--- src/rtl/bbox_scan.sv ---
// ---------------------------------------------------------------------------
// bbox_scan: scans a WIDTH x HEIGHT image held in an external synchronous
// memory, then reports the bounding box of its foreground pixels. A pixel is
// foreground when any of its channels is >= the threshold latched at start.
//
// Optional feature macro: BBOX_COUNT_EN
//   defined   -> count reports the number of foreground pixels (saturating).
//   undefined -> no counter logic is built; count is tied to 0.
//
// Ports
//   clk                     sole clock, rising edge
//   rst                     asynchronous active-high reset
//   start                   begin a scan (honoured only when idle)
//   thresh[CH_W-1:0]        foreground threshold, latched on accepted start
//   busy                    high from the accepted start until done
//   done                    one-cycle pulse, results valid
//   rden                    memory read strobe
//   addr[23:0]              pixel address, x*HEIGHT + y (column-major)
//   rddata[CH*CH_W-1:0]     pixel data, channel 0 in LSBs, RD_LAT after rden
//   xMin/xMax/yMin/yMax     inclusive bounding-box corners of the last scan
//   found                   last scan saw at least one foreground pixel
//   count[21:0]             foreground pixel count of the last scan
// ---------------------------------------------------------------------------
module bbox_scan #(
  parameter int unsigned WIDTH  = 100,
  parameter int unsigned HEIGHT = 100,
  parameter int unsigned CH     = 3,
  parameter int unsigned CH_W   = 8,
  parameter int unsigned RD_LAT = 1
) (
  input  logic               clk,
  input  logic               rst,
  input  logic               start,
  input  logic [CH_W-1:0]    thresh,
  output logic               busy,
  output logic               done,
  output logic               rden,
  output logic [23:0]        addr,
  input  logic [CH*CH_W-1:0] rddata,
  output logic [10:0]        xMin,
  output logic [10:0]        xMax,
  output logic [10:0]        yMin,
  output logic [10:0]        yMax,
  output logic               found,
  output logic [21:0]        count
);

  localparam logic [10:0] XLast     = 11'(WIDTH - 1);
  localparam logic [10:0] YLast     = 11'(HEIGHT - 1);
  localparam logic [1:0]  DrainLast = 2'(RD_LAT - 1);
  localparam logic [10:0] CoordMax  = 11'h7FF;

  typedef enum logic [1:0] {StIdle, StScan, StDrain, StDone} state_t;

  state_t          r_state;
  logic            r_busy;
  logic            r_done;
  logic            r_rden;
  logic [23:0]     r_addr;
  logic [10:0]     r_x;
  logic [10:0]     r_y;
  logic [1:0]      r_drain;
  logic [CH_W-1:0] r_thresh;

  // Result registers, held between done pulses.
  logic [10:0]     r_xmin;
  logic [10:0]     r_xmax;
  logic [10:0]     r_ymin;
  logic [10:0]     r_ymax;
  logic            r_found;

  // Coordinate pipeline that travels alongside each outstanding read.
  logic [RD_LAT-1:0] r_pv;
  logic [10:0]       r_px [RD_LAT];
  logic [10:0]       r_py [RD_LAT];

  // Working accumulators for the scan in progress.
  logic [10:0]     r_wxmin;
  logic [10:0]     r_wxmax;
  logic [10:0]     r_wymin;
  logic [10:0]     r_wymax;
  logic            r_wfound;

  logic            w_fg;
  logic            w_hit;
  logic [10:0]     w_sx;
  logic [10:0]     w_sy;
  logic            w_accept;

  assign w_accept = (r_state == StIdle) && start;

  // Any channel at or above the threshold marks a foreground pixel.
  always_comb begin
    w_fg = 1'b0;
    for (int c = 0; c < int'(CH); c++) begin
      if (rddata[c*CH_W +: CH_W] >= r_thresh) begin
        w_fg = 1'b1;
      end
    end
  end

  assign w_sx  = r_px[RD_LAT-1];
  assign w_sy  = r_py[RD_LAT-1];
  assign w_hit = r_pv[RD_LAT-1] && w_fg;

  // Control FSM with registered outputs.
  always_ff @(posedge clk or posedge rst) begin
    if (rst) begin
      r_state  <= StIdle;
      r_busy   <= 1'b0;
      r_done   <= 1'b0;
      r_rden   <= 1'b0;
      r_addr   <= '0;
      r_x      <= '0;
      r_y      <= '0;
      r_drain  <= '0;
      r_thresh <= '0;
      r_xmin   <= '0;
      r_xmax   <= '0;
      r_ymin   <= '0;
      r_ymax   <= '0;
      r_found  <= 1'b0;
    end else begin
      r_done <= 1'b0;
      unique case (r_state)
        StIdle: begin
          if (start) begin
            r_thresh <= thresh;
            r_x      <= '0;
            r_y      <= '0;
            r_addr   <= '0;
            r_rden   <= 1'b1;
            r_busy   <= 1'b1;
            r_state  <= StScan;
          end
        end
        StScan: begin
          if ((r_x == XLast) && (r_y == YLast)) begin
            // Final address has been issued; wait for its data to return.
            r_rden  <= 1'b0;
            r_addr  <= '0;
            r_drain <= '0;
            r_state <= StDrain;
          end else begin
            // Column-major order with y innermost is a plain linear address.
            r_addr <= r_addr + 24'd1;
            if (r_y == YLast) begin
              r_y <= '0;
              r_x <= r_x + 11'd1;
            end else begin
              r_y <= r_y + 11'd1;
            end
          end
        end
        StDrain: begin
          if (r_drain == DrainLast) begin
            r_state <= StDone;
          end else begin
            r_drain <= r_drain + 2'd1;
          end
        end
        StDone: begin
          r_done  <= 1'b1;
          r_busy  <= 1'b0;
          r_found <= r_wfound;
          // An empty scan reports a zero box rather than the 2047/0 init values.
          r_xmin  <= r_wfound ? r_wxmin : 11'd0;
          r_xmax  <= r_wfound ? r_wxmax : 11'd0;
          r_ymin  <= r_wfound ? r_wymin : 11'd0;
          r_ymax  <= r_wfound ? r_wymax : 11'd0;
          r_state <= StIdle;
        end
        default: r_state <= StIdle;
      endcase
    end
  end

  // Read-coordinate pipeline and working min/max accumulation.
  always_ff @(posedge clk or posedge rst) begin
    if (rst) begin
      r_pv     <= '0;
      for (int i = 0; i < int'(RD_LAT); i++) begin
        r_px[i] <= '0;
        r_py[i] <= '0;
      end
      r_wxmin  <= CoordMax;
      r_wxmax  <= '0;
      r_wymin  <= CoordMax;
      r_wymax  <= '0;
      r_wfound <= 1'b0;
    end else begin
      r_pv[0] <= r_rden;
      r_px[0] <= r_x;
      r_py[0] <= r_y;
      for (int i = 1; i < int'(RD_LAT); i++) begin
        r_pv[i] <= r_pv[i-1];
        r_px[i] <= r_px[i-1];
        r_py[i] <= r_py[i-1];
      end

      if (w_accept) begin
        r_wxmin  <= CoordMax;
        r_wxmax  <= '0;
        r_wymin  <= CoordMax;
        r_wymax  <= '0;
        r_wfound <= 1'b0;
      end else if (w_hit) begin
        r_wfound <= 1'b1;
        if (w_sx < r_wxmin) r_wxmin <= w_sx;
        if (w_sx > r_wxmax) r_wxmax <= w_sx;
        if (w_sy < r_wymin) r_wymin <= w_sy;
        if (w_sy > r_wymax) r_wymax <= w_sy;
      end
    end
  end

`ifdef BBOX_COUNT_EN
  logic [21:0] r_wcnt;
  logic [21:0] r_count;

  always_ff @(posedge clk or posedge rst) begin
    if (rst) begin
      r_wcnt  <= '0;
      r_count <= '0;
    end else begin
      if (w_accept) begin
        r_wcnt <= '0;
      end else if (w_hit && (r_wcnt != 22'h3FFFFF)) begin
        // Saturate rather than wrap on very large images.
        r_wcnt <= r_wcnt + 22'd1;
      end
      if (r_state == StDone) begin
        r_count <= r_wcnt;
      end
    end
  end

  assign count = r_count;
`else
  assign count = 22'd0;
`endif

  assign busy  = r_busy;
  assign done  = r_done;
  assign rden  = r_rden;
  assign addr  = r_addr;
  assign xMin  = r_xmin;
  assign xMax  = r_xmax;
  assign yMin  = r_ymin;
  assign yMax  = r_ymax;
  assign found = r_found;

endmodule

--- config.mk ---
export PLATFORM = sky130hd
export DESIGN_NAME = bbox_scan
export DESIGN_NICKNAME = d
export VERILOG_FILES = /design/src/rtl/bbox_scan.sv
export SDC_FILE = /design/constraint.sdc
export NUM_CORES = 1
export LEC_CHECK = 0
export BUFFER_PORTS_ARGS = -buffer_cell sky130_fd_sc_hd__buf_2
export CORE_MARGIN = 2
export CORE_UTILIZATION = 50
export DETAILED_ROUTE_END_ITERATION = 10
export PLACE_DENSITY = 0.82
export SYNTH_ARGS = -nofsm -noshare
export SYNTH_HDL_FRONTEND = slang
export SYNTH_SLANG_ARGS = --single-unit
--- constraint.sdc ---
create_clock -name clk -period 9.3 [get_ports clk]
set_clock_uncertainty 0.1 [all_clocks]
set_input_delay 0.93 -clock clk [delete_from_list [all_inputs] [get_ports clk]]
set_output_delay 0.93 -clock clk [all_outputs]
set_load 0.01 [all_outputs]
==> results of run 1 <==
layout make-up:
cell class / instances / share of cell area [%]
inverter: 109 / 4.00
multi-input combinational: 633 / 39.4
clock buffer: 21 / 4.44
tap: 229 / 2.76
clock inverter: 11 / 1.50
sequential: 174 / 42.3
timing repair buffer: 113 / 5.63
power groups by stage:
stage	logic (mW)	registers (mW)	clock network, mW
finish	1.03	1.08	0.737
CTS	1.04	1.08	0.751
global route	1.16	1.10	0.786
floorplan	0.760	1.07	0
detailed placement	1.03	1.09	0
global placement	0.982	1.08	0
cells in the final DEF, fill, tap and decap left out, types with 8 or more instances in the layout:
cell type / count
a21oi_1: 35
and3_1: 18
buf_2: 106
clkbuf_16: 17
conb_1: 22
dfrtp_1: 152
dfstp_2: 22
ha_1: 74
inv_1: 108
mux2i_1: 24
nand2_1: 61
nand3_1: 68
nand4_1: 19
nor2_1: 90
nor2b_1: 8
o21ai_0: 91
o21ai_1: 11
xor2_1: 26
logic make-up after synthesis:
kind of cell	Yosys count	synth area share, %
DFF	174	48.1
other	1	0.0412
buffers and inverters	170	8.04
muxes	26	2.89
xor gates and xnor gates	33	3.17
adders and majority gates	75	10.3
AOI/OAI and AO/OA	180	11.7
and+or+nand+nor	297	15.7
worst paths after layout:
check | endpoint | slack, ns | cells past startpoint | from
min | r_pv | 0.30 | 0 | rden
min in group asynchronous | r_thresh[1] | 0.61 | 2 | rst
max in group asynchronous | r_px[8] | 7.09 | 3 | rst
min reg2reg | r_pv | 0.30 | 0 | rden
max | r_wxmin[1] | 6.04 | 9 | rddata[1]
max reg2reg | r_wymax[4] | 6.21 | 8 | r_thresh[7]
routing by layer:
layer  vias to the layer above  part of all wire, %  global-route usage [%]
li1                       3403                    -                       -
met1                      3369                   44                    25.5
met2                       185                   49                    33.8
met3                        44                  4.7                    4.70
met4                         0                  2.7                    8.51
met5                         -                    0                       0
metrics by stage:
| stage | hold slack [ns] | utilization (%) | cells | power (mW) | area, um^2 |
|---|---|---|---|---|---|
| after global placement | 0.287 | 54.5 | 1258 | 2.06 | 9750 |
| after CTS | 0.305 | 57.9 | 1290 | 2.87 | 10400 |
| after floorplan | 0.275 | - | 977 | 1.83 | 9180 |
| after global routing | 0.320 | 57.9 | 1290 | 3.05 | 10400 |
| after detailed placement | 0.290 | 54.5 | 1258 | 2.12 | 9750 |
| final | 0.304 | 57.9 | 1290 | 2.85 | 10400 |
critical path: stages:
cell and delay (ns):
buf_2 0.10, ha_1 0.27, o21ai_0 0.07, a21o_1 0.17, a211oi_1 0.43, o41ai_4 0.09
buf_4 0.23, nor3_2 0.92, mux2i_1 0.29
==> metrics.md, run 1 <==
| Metric | Value |
|---|---|
| Number of global-route vias before repair | 6852 |
| H-tree Lvls | 4 |
| Final-stage net count | 1158 |
| Most used DFF post-synth | dfrtp_1 |
| Slew margin rel. | 19.6% |
| CTS buffer count | 17 |
| DRT Wirelength | between 15000 and 20000 um |
| Max Cap Viol | 0 |
| Io pins | between 100 and 150 |
| FP Rows | between 40 and 50 |
| Hold Path Class | reg2reg |
| Net Sw Frac | 38.4% |
| Total grt overflow | 0 |
| Worst-margin pin slew | 1.19 ns |
| Leakage power | 5.07 nW |
| Die Height | 139 um |
| Post-route ant nets | 0 |
| Reg clk slew, reported paths | roughly 0.06 ns |
| Largest register FFs | 24 |
| Clk buf depth | 2 |
| Hold buffers post-CTS | 0 |
| Die width | 139 um |
| Clk Latency, worst-skew pair | 0.43 ns |
| Sum of negative setup slack | 0 ns |
| Required @ worst endpoint | about 9.6 ns |
| Power density over the cells | 275 nW/um^2 |
| FF/Latch Area | 4380 um^2 |
| Synth async-reset ratio | 100% |
| # diodes | 0 |
| DRT iter0 DRCs | 322 |
| DP Worst Slack | ~5.6 ns |
| Via density per instance | ~5.4 |
| Core Region | roughly 18000 um^2 |
| Post-DP HPWL | between 10000 and 15000 um |
| Final setup viols | 0 |
| Yosys top cell area share | 41.8% |
| Max Freq | 0.307 GHz |
| Yosys Warn Count | 0 |
| Max-slew violations | 0 |
| Synth unique cells | 54 |
| Hold Violations, Final | 0 |
| Fin crit period | 3.26 ns |
| DRC viols | 0 |
| Worst setup margin | just over 6 ns |
| Synthesized cell area | 9100 um^2 |
| Crit-path max FO | 24 |
| Period utilisation layout | a little over a third |
| RePlAce Congestion | 0.855 |
| Crit path DAT | 3.51 ns |
| Syn-to-layout area delta | 13.8% |
| CTS root buf | clkbuf_16 |
| Post-synth top area cell | dfrtp_1 |
| CTS tree | yes |
| # resized after CTS | 0 |
| Cell with the most instances after synthesis | dfrtp_1 |
| Worst Setup Start Kind | input port |
| Setup bufs post-CTS | 0 |
| Vias | 7001 |
| Post-synthesis sequential area ratio | 48.1% |
| NetSw | 1.09 mW |
| Pint | about 1.8 mW |
| I/O Buffers | 106 |
| Seq cells post-synth | 174 |
| Setup CP Type | in2reg |
| Initial Utilization | 50.9% |
| EDFF count, synth | 0 |
| Status | finished clean |
| Share of post-route cells with drive strength above 1 | 16.5% |
| Pin count of the biggest net entering global routing | 110 |
| RSZ-0062 raised after global routing | no |
| Area of the multi-input gates | a little over 4000 um^2 |
| Die area | between 15000 and 20000 um^2 |
| Synth area leaders | dfrtp_1 42%, ha_1 10%, dfstp_2 6.3%, o21ai_0 5.1%, inv_1 4.5% |
| # clock sinks | 174 |
| Synth Area per Inst | between 9 and 10 um^2 |
| Drt first pass iters | 5 |
| Worst vdd ir | 0.154 mV |
| Syn Inst Count | 956 |
| First-pass GRT wire length | 32100 um |
| Wire per inst | about 15 um |
| Most common library cells after synthesis | 152 x dfrtp_1, 109 x inv_1, 92 x o21ai_0 |
| # fillers | 1480 |
| Worst setup EP type | register |
| Total track usage | 20.3% |
| Antenna violations before repair | 0 |
| Clock power frac | 25.9% |
| Share of power burned in registers | 37.8% |
| Logic pwr share | 36.3% |
Note: power is estimated with default switching activity, not from simulation.
==> inputs of run 2 (changes only) <==
Settings changed: PLACE_DENSITY 0.82 to 0.85.
Clock period 9.3 ns to 2.8 ns, I/O delays scaled along.
==> run 2 against run 1 <==
Design area grew 4.7%. First-iteration DRC count grew 95%. Clock power grew to 3.6 times the previous value. Wire length grew 11%. Critical path depth grew 2. Combinational power grew to 3.9 times the previous value. Register-to-register slack lost 6.2 ns. Flip-flop and latch count is the same.
==> metrics.md, run 2 (synthesis results as in run 1) <==
| Metric | Value |
|---|---|
| Wire per inst | 15.9 um (+8.3%) |
| Drt first pass iters | 6 (+1) |
| Crit-path max FO | 11 (-54%) |
| Worst vdd ir | 0.669 mV (+330%) |
| Hold Violations, Final | 0 (unchanged) |
| Die width | 139 um (unchanged) |
| Max Cap Viol | 0 (unchanged) |
| Status | finished clean |
| DRT Wirelength | 21000 um (+11%) |
| Worst setup margin | 0.0203 ns (-6.02 ns) |
| HP Start | start |
| Via density per instance | 5.50 (+1.4%) |
| Core Region | 17900 um^2 (unchanged) |
| Total grt overflow | 0 (unchanged) |
| Worst-margin pin slew | 0.624 ns (-0.563 ns) |
| Reg-to-reg startpoint | r_thresh[7] |
| Io pins | 129 (unchanged) |
| Post-route ant nets | 0 (unchanged) |
| Clk Latency, worst-skew pair | 0.44 ns (about the same) |
| Period utilisation layout | 99.3% |
| CTS tree | yes |
| Slew margin rel. | 58.3% (+39 points) |
| DP Area | 9980 um^2 (+2.3%) |
| H-tree Lvls | 4 (unchanged) |
| Die Height | 139 um (unchanged) |
| Worst Setup Start Kind | register |
| Max-slew violations | 0 (unchanged) |
| Pin count of the biggest net entering global routing | 84 (-24%) |
| # diodes | 0 (unchanged) |
| I/O Buffers | 106 (unchanged) |
| Leading cell type in the layout, fill and taps excluded | dfrtp_1 |
| # clock sinks | 174 (unchanged) |
| Sum of negative setup slack | 0 ns (unchanged) |
| Reg clk slew, reported paths | 0.07 ns (about the same) |
| Power density over the cells | 944 nW/um^2 (+240%) |
| FP Rows | 49 (unchanged) |
| Fin crit period | about 2.8 ns |
| Hold-critical path depth | 3 (+3) |
| First-pass GRT wire length | 35200 um (+9.7%) |
| Die area | 19300 um^2 (unchanged) |
| Final setup viols | 0 (unchanged) |
| DP Worst Slack | -0.158 ns (-5.75 ns) |
| Cell total after placement | 1282 (+1.9%) |
| DRC viols | 0 (unchanged) |
| Hold Path Class | in2reg |
| Initial Utilization | 50.9% (unchanged) |
| Max Freq | roughly 0.36 GHz |
| Final-stage net count | 1195 (+3.2%) |
| Vias | 7301 (+4.3%) |
| Worst setup EP type | register |
| RePlAce Congestion | 0.859 (+0.40%) |
| Antenna violations before repair | 0 (unchanged) |
| Crit path DAT | 3.03 ns (-0.48 ns) |
| Syn-to-layout area delta | 19.1% |
| Setup CP Type | reg2reg |
| Worst hold slack | 0.0853 ns (-0.218 ns) |
| Number of global-route vias before repair | 7284 (+6.3%) |
| FF-to-FF path depth | 11 (+3) |
| RSZ-0062 raised after global routing | yes |
| Total track usage | 22.3% (+2.0 points) |
| Share of post-route cells with drive strength above 1 | 18.9% (+2.4 points) |
| Most frequent cells in the layout | 152 x dfrtp_1, 107 x inv_1, 106 x buf_2 |
| Largest register FFs | 24 (unchanged) |
| Clk buf depth | 2 (unchanged) |
| Final Non-Filler Cells | 1327 (+2.9%) |
| CTS buffer count | 17 (unchanged) |
| DRT iter0 DRCs | 629 (+95%) |
| Post-Layout Inst Area | 10800 um^2 (+4.7%) |
| Hold path endpoint | busy |
| RR Endpoint | r_wymin[0] |
| CTS root buf | clkbuf_16 |
| Leakage power | 5.32 nW (+4.9%) |
| Internal reg-to-reg setup slack | 0.02 ns (-6.19 ns) |
| Post-DP HPWL | 13900 um (+6.9%) |
| Required @ worst endpoint | 3.05 ns (-6.50 ns) |
run 2: area by class of cell:
type,instances,area (um^2)
Sequential cell,174,4380
Multi-Input combinational cell,633,4120
Inverter,109,413
Fill cell,1397,7060
Tap cell,229,287
Clock inverter,13,224
Clock buffer,19,443
Timing Repair Buffer,150,975
run 2: report_power, final:
part           leakage, nW  switching, mW  internal [mW]  total, mW
clock network        0.328           1.04           1.63       2.67
registers             2.30          0.389           3.14       3.53
logic                 2.69           2.49           1.56       4.05
run 2: metal layers:
metal	share of wire [%]	global-route usage, %	vias to the layer above
met1	42	28.4	3493
met3	5.6	5.01	71
met5	0	0	-
met2	49	36.7	271
met4	3.4	9.68	0
li1	-	-	3466
run 2: how the worst max path moves through the flow:
stage,start,end,slack [ns],cells after the start
2_1_floorplan,rst,addr[0],0.21,1
3_3_place_gp,r_thresh[7],r_wymax[1],-0.08,10
3_5_place_dp,r_thresh[2],r_wymin[7],-0.16,9
4_1_cts,r_thresh[2],r_wymin[7],0.007,10
5_1_grt,r_thresh[7],r_wymin[0],-0.11,11
6_report,r_thresh[7],r_wymin[0],0.02,11
run 2: timing repair:
item                                    in CTS  in global routing
pin swaps                                    4                 10
endpoints found under the hold margin       32                  1
hold buffers                                 8                  1
gates resized for setup                      6                  8
buffers inserted                             1                 14
endpoints found under the setup margin      44                 44
run 2: critical path, stage by stage, from the launching register on:
cell	delay [ns]
dfrtp_1	0.37
inv_2	0.11
ha_4	0.21
a222oi_1	0.36
o21ai_1	0.14
a2111o_1	0.42
o41ai_4	0.25
buf_4	0.20
buf_4	0.12
nor3_4	0.04
buf_12	0.16
mux2i_1	0.21
run 2: stage by stage:
step,util [%],power (mW)
floorplan,-,6.08
global placement,55.7,7.08
global route,60.6,10.9
finish,60.6,10.2
detailed placement,55.7,7.26
CTS,60.1,10.1
